--- src/rtl/aes_pkg.sv ---
// aes_pkg: shared FSM state type and sizes for the AES-128 round sequencer.
// Used by both encrypt-only and AES_DECRYPT_EN builds.
package aes_pkg;
  typedef enum logic [1:0] {IDLE, ROUND, DONE} aes_state_e;
  localparam int NR_DEFAULT  = 10;
  localparam int BLOCK_W     = 128;
  localparam int ROUND_IDX_W = 4;
endpackage

--- src/rtl/aes_round_counter.sv ---
// aes_round_counter: round counter, key ROM index and last-round flag.
// Counts up for encrypt; counts down for decrypt (only driven in AES_DECRYPT_EN builds).
module aes_round_counter
  import aes_pkg::*;
#(
  parameter int NR = NR_DEFAULT
) (
  input  logic                   clk,
  input  logic                   rst_n,
  input  logic                   i_start,
  input  logic                   i_clear,
  input  logic                   i_idle,
  input  logic                   i_round,
  input  logic                   i_dec,
  output logic [ROUND_IDX_W-1:0] o_round_idx,
  output logic                   o_final
);
  localparam logic [ROUND_IDX_W-1:0] NR_L = ROUND_IDX_W'(NR);
  localparam logic [ROUND_IDX_W-1:0] ONE  = ROUND_IDX_W'(1);
  logic [ROUND_IDX_W-1:0] r_cnt;
  logic                   w_last;
  assign w_last      = r_cnt == (i_dec ? '0 : NR_L);
  assign o_final     = i_round && w_last;
  // In IDLE the index selects the key for the initial AddRoundKey.
  assign o_round_idx = i_idle ? (i_dec ? NR_L : '0) : r_cnt;
  always_ff @(posedge clk or negedge rst_n)
    if (!rst_n) r_cnt <= '0;
    else if (i_start) r_cnt <= i_dec ? NR_L - ONE : ONE;
    else if (i_clear) r_cnt <= '0;
    else if (i_round && !w_last) r_cnt <= i_dec ? r_cnt - ONE : r_cnt + ONE;
endmodule

--- src/rtl/aes_round_ctrl.sv ---
// aes_round_ctrl: AES-128 round sequencer between block handshakes and the round datapath.
// Define AES_DECRYPT_EN to add the mode input and dp_dec output for inverse-cipher sequencing.
module aes_round_ctrl
  import aes_pkg::*;
#(
  parameter int NR = NR_DEFAULT,
  parameter int DW = BLOCK_W
) (
  input  logic                   clk,
  input  logic                   rst_n,
  input  logic                   in_valid,
  output logic                   in_ready,
  input  logic [DW-1:0]          in_data,
  output logic [ROUND_IDX_W-1:0] round_idx,
  input  logic [DW-1:0]          key_in,
  output logic [DW-1:0]          dp_state,
  output logic                   dp_final,
  input  logic [DW-1:0]          dp_result,
  output logic                   out_valid,
  input  logic                   out_ready,
  output logic [DW-1:0]          out_data,
  output logic                   busy
`ifdef AES_DECRYPT_EN
  ,
  input  logic                   mode,
  output logic                   dp_dec
`endif
);
  aes_state_e    r_state, w_next;
  logic [DW-1:0] r_data;
  logic          w_accept, w_final, w_dec;
`ifdef AES_DECRYPT_EN
  logic r_dec;
  always_ff @(posedge clk or negedge rst_n)
    if (!rst_n) r_dec <= 1'b0;
    else if (w_accept) r_dec <= mode;
  // Live mode in IDLE so the initial key index is right on the accept cycle.
  assign w_dec  = (r_state == IDLE) ? mode : r_dec;
  assign dp_dec = r_dec;
`else
  assign w_dec = 1'b0;
`endif
  assign w_accept  = in_valid && r_state == IDLE;
  assign in_ready  = r_state == IDLE;
  assign out_valid = r_state == DONE;
  assign busy      = r_state != IDLE;
  assign dp_state  = r_data;
  assign out_data  = r_data;
  always_comb begin
    w_next = r_state;
    case (r_state)
      IDLE:    w_next = in_valid ? ROUND : IDLE;
      ROUND:   w_next = w_final ? DONE : ROUND;
      DONE:    w_next = out_ready ? IDLE : DONE;
      default: w_next = IDLE;
    endcase
  end
  always_ff @(posedge clk or negedge rst_n)
    if (!rst_n) begin
      r_state <= IDLE;
      r_data  <= '0;
    end else begin
      r_state <= w_next;
      if (w_accept) r_data <= in_data ^ key_in;
      else if (r_state == ROUND) r_data <= dp_result;
    end
  aes_round_counter #(.NR(NR)) u_cnt (
    .clk        (clk),
    .rst_n      (rst_n),
    .i_start    (w_accept),
    .i_clear    (r_state == DONE && out_ready),
    .i_idle     (r_state == IDLE),
    .i_round    (r_state == ROUND),
    .i_dec      (w_dec),
    .o_round_idx(round_idx),
    .o_final    (w_final)
  );
  assign dp_final = w_final;
endmodule

--- config.mk ---
export PLATFORM = sky130hd
export DESIGN_NAME = aes_round_ctrl
export DESIGN_NICKNAME = d
export VERILOG_FILES = /design/src/rtl/aes_pkg.sv /design/src/rtl/aes_round_counter.sv /design/src/rtl/aes_round_ctrl.sv
export SDC_FILE = /design/constraint.sdc
export NUM_CORES = 1
export LEC_CHECK = 0
export ABC_AREA = 1
export BUFFER_PORTS_ARGS = -buffer_cell sky130_fd_sc_hd__buf_2
export CORE_AREA = 2 2 250 252
export DETAILED_ROUTE_END_ITERATION = 8
export DIE_AREA = 0 0 252 254
export SKIP_LAST_GASP = 1
export SYNTH_ARGS = -nofsm -noshare
export SYNTH_HDL_FRONTEND = slang
export SYNTH_HIERARCHICAL = 1
export SYNTH_SLANG_ARGS = --single-unit
--- constraint.sdc ---
create_clock -name clk -period 1.8 [get_ports clk]
set_clock_uncertainty 0.1 [all_clocks]
set_input_delay 0.09 -clock clk [delete_from_list [all_inputs] [get_ports clk]]
set_output_delay 0.09 -clock clk [all_outputs]
set_load 0.02 [all_outputs]
==> results.py <==
metrics = {
    "run_status": {
        "status": "finished with violations",
        "failed_checks": "hold timing, setup timing",
    },
    "place": {
        "post-place-cells": 2960,
        "dpl.hpwl_mm": 32.7,
        "io_buffers": 651,
        "place_congestion": 0.825,
    },
    "setup_path": {
        "start_kind": "primary input",
        "crit_fanout": 2,
        "critPathKind": "primary input to flop",
        "cpMostUsedCell": "dlygate4sd3_1",
        "cp_top_family": "buffers and inverters",
        "max_stage_delay_ns": 0.59,
        "crit_required_ns": 2.07,
        "end_kind": "flop",
        "cp.arrival_ns": 2.10,
        "critPathBufInv": 4,
        "path_cells": "dlygate4sd3_1, nand2_1, dlygate4sd3_1, inv_1, nor2_1, dlygate4sd3_1, nand2_1, nand3_1",
        "slowest_stage": "dlygate4sd3_1",
    },
    "detailed_routing": {
        "dr.pass1.iters": 7,
        "vias": 13900,
        "drt_iter0_markers": 1000,
        "drtAntennaViolNets": 0,
        "drc": 0,
        "wl_per_cell_um": 14.5,
        "totalWireLength_mm": 50.1,
        "vias_per_cell": 4.03,
    },
    "yosys": {
        "synthArstFlopShare": 1.00,
        "yosysTopAreaCell": "dfrtp_1",
        "synthCells": 1663,
        "ys_seq_elements": 134,
        "synth_edf_count": 0,
        "synth_most_common_cell": "nand2_1",
        "synth-main-ff-cell": "dfrtp_1",
        "synth_cell_type_count": 22,
        "synth_top_cell_area_share": 0.338,
        "netlist_area_um2": 9920,
        "synth.area.top_cells": "dfrtp_1 34%, nand2_1 33%, buf_4 9.9%",
        "synth_commonest_cells": "865 x nand2_1, 223 x inv_1, 134 x dfrtp_1",
        "yosysSeqAreaShare": 0.338,
        "yosysWarnings": 6,
        "avgSynthCellArea_um2": 5.96,
    },
    "finish": {
        "fin_cells": 3453,
        "drive_above_1_share": 0.271,
        "fillers": 6242,
        "post-route-util": 0.308,
        "num-nets-final": 3034,
        "area_growth_pct": 90.2,
    },
    "power": {
        "p_seq_frac": 0.262,
        "combPwrFrac": 0.560,
        "power.share.clock": 0.178,
        "power.switching_mw": 10.9,
        "p_total_mw": 22.1,
        "irDropWorstVdd_mv": 0.709,
        "sw_frac_of_total": 0.492,
        "p_int_mw": 11.2,
        "power_density_nw_per_um2": 1170,
        "leakage_nw": 10.9,
    },
    "worst_hold_path": {
        "hp-class": "primary input to flop",
    },
    "floorplan": {
        "coreArea_um2": 61300,
        "dieHeight_um": 254,
        "rows": 91,
        "fp.dieW_um": 252,
        "ioPinCount": 652,
        "dieArea_um2": 64000,
        "start_util": 0.162,
    },
    "global_routing": {
        "grt-ovfl-total": 0,
        "antenna_found_initial": 10,
        "grt_usage": 0.151,
        "grt_pass1_wl_mm": 74.1,
        "grt_max_degree": 66,
        "grt_pass1_vias": 13900,
    },
    "clock_network": {
        "cts.sinks": 134,
        "insertion_delay_ns": 0.47,
        "cts-root-buf": "clkbuf_16",
        "clk_path_buf_depth": 2,
        "cts_buffers": 17,
        "cts_tree": "done",
        "clk_pin_slew_ns": 0.06,
        "cts_max_level": 4,
    },
    "sta": {
        "fin_hold_ws_ns": -0.0614,
        "layout_min_cycle_time_ns": 1.83,
        "rsz0062_at_grt": "yes",
        "fmax_mhz": 546,
        "finalSetupViolations": 3,
        "finalHoldViolations": 8,
        "period_share": 1.02,
        "fin_ws_ns": -0.0323,
        "drv_slew": 0,
        "tns_ns": -0.0413,
    },
    "run": {
        "cap_violations": 0,
    },
}
kinds of logic (layout without fill, tap and decap cells):
| family | count (synthesis) | after routing | share of synthesized area |
|---|---|---|---|
| AO/OA/AOI/OAI | 7 | 7 | 0.00353 |
| XOR/XNOR | 1 | 1 | 0.000883 |
| adder cells (fa/ha/maj) | 4 | 4 | 0.00580 |
| buffers and inverters | 412 | 1397 | 0.211 |
| flip-flops | 134 | 134 | 0.338 |
| other | 1 | 16 | 0.000378 |
| AND/OR/NAND/NOR | 1104 | 1104 | 0.440 |
worst register-to-register path: cells and delay by family, from the launching register on:
family                 cells  cell delay, ns
AOI/OAI and AO/OA          1            0.11
buffers and inverters      4            0.63
DFF                        1            0.42
and+or+nand+nor            2            0.34
routing by layer:
| layer | vias to the layer above | share of wire | track usage |
|---|---|---|---|
| li1 | 6724 | - | - |
| met1 | 6301 | 0.38 | 0.166 |
| met2 | 738 | 0.49 | 0.261 |
| met3 | 142 | 0.072 | 0.0372 |
| met4 | 4 | 0.056 | 0.0937 |
| met5 | - | 0.00050 | 0 |
path summary, 6_finish.rpt:
| path | endpoint | depth (start not counted) | slack [ns] | start |
|---|---|---|---|---|
| setup / recovery | dp_state[122] | 8 | -0.03 | key_in[122] |
| min in group asynchronous | dp_state[118] | 3 | 0.13 | rst_n |
| setup reg to reg | dp_state[16] | 7 | 0.09 | r_state[1] |
| hold reg to reg | dp_state[53] | 2 | 0.41 | dp_state[53] |
| hold / removal | dp_state[7] | 7 | -0.06 | in_data[7] |
| max in group asynchronous | dp_state[30] | 3 | 1.19 | rst_n |
through the flow:
| stage | instance area, um^2 | hold WS [ns] | setup slack, ns |
|---|---|---|---|
| 2_1_floorplan | 9940 | -0.306 | 0.0523 |
| 3_3_place_gp | 13400 | -0.0492 | 0.151 |
| 3_5_place_dp | 13400 | -0.0459 | 0.117 |
| 4_1_cts | 19200 | 0.0176 | 0.00809 |
| 5_1_grt | 18900 | 0.00341 | -0.112 |
| 6_report | 18900 | -0.0614 | -0.0323 |
power groups by stage:
stage | sequential (mW) | combinational (mW) | clock (mW)
6_report | 5.80 | 12.4 | 3.94
4_1_cts | 5.78 | 12.3 | 4.13
3_5_place_dp | 5.81 | 11.2 | 0
3_3_place_gp | 5.82 | 11.1 | 0
5_1_grt | 5.94 | 13.4 | 4.23
2_1_floorplan | 6.97 | 6.78 | 0
flip-flops by register name, summed over array words and instances, names as in the netlist:
register and flops:
u_cnt/r_cnt 4, r_state 2, dp_state 128
repair_timing:
item,in CTS,in global routing
setup endpoints to repair,6,110
pin swaps,2,10
hold buffers,503,47
cloned,0,1
resized for setup,13,24
endpoints found under the hold margin,264,47
buffers inserted,6,0
cell type report:
type                            count  area (um^2)  area share
Clock inverter                      8          145     0.00770
Multi-Input combinational cell   1123         4570       0.242
Sequential cell                   134         3360       0.178
Clock buffer                       23          488      0.0259
Inverter                          225          850      0.0450
Timing Repair Buffer             1141         8440       0.448
Antenna cell                        9         22.5     0.00119
Tap cell                          790          988      0.0524
layout by cell type, fill, tap and decap left out, types with 4 or more instances in the layout:
cell,Yosys,layout
dfrtp_1,134,131
dlymetal6s4s_1,0,19
clkbuf_16,0,18
buf_2,46,624
buf_4,131,28
nand2_1,865,864
nand3_1,133,131
dlygate4sd3_1,0,452
bufinv_16,0,4
diode_2,0,9
inv_1,223,222
conb_1,1,7
buf_12,0,13
nor2_1,98,96
clkbuf_8,0,4
nor2_4,2,4
No activity file was read; power rests on OpenSTA's default activity.
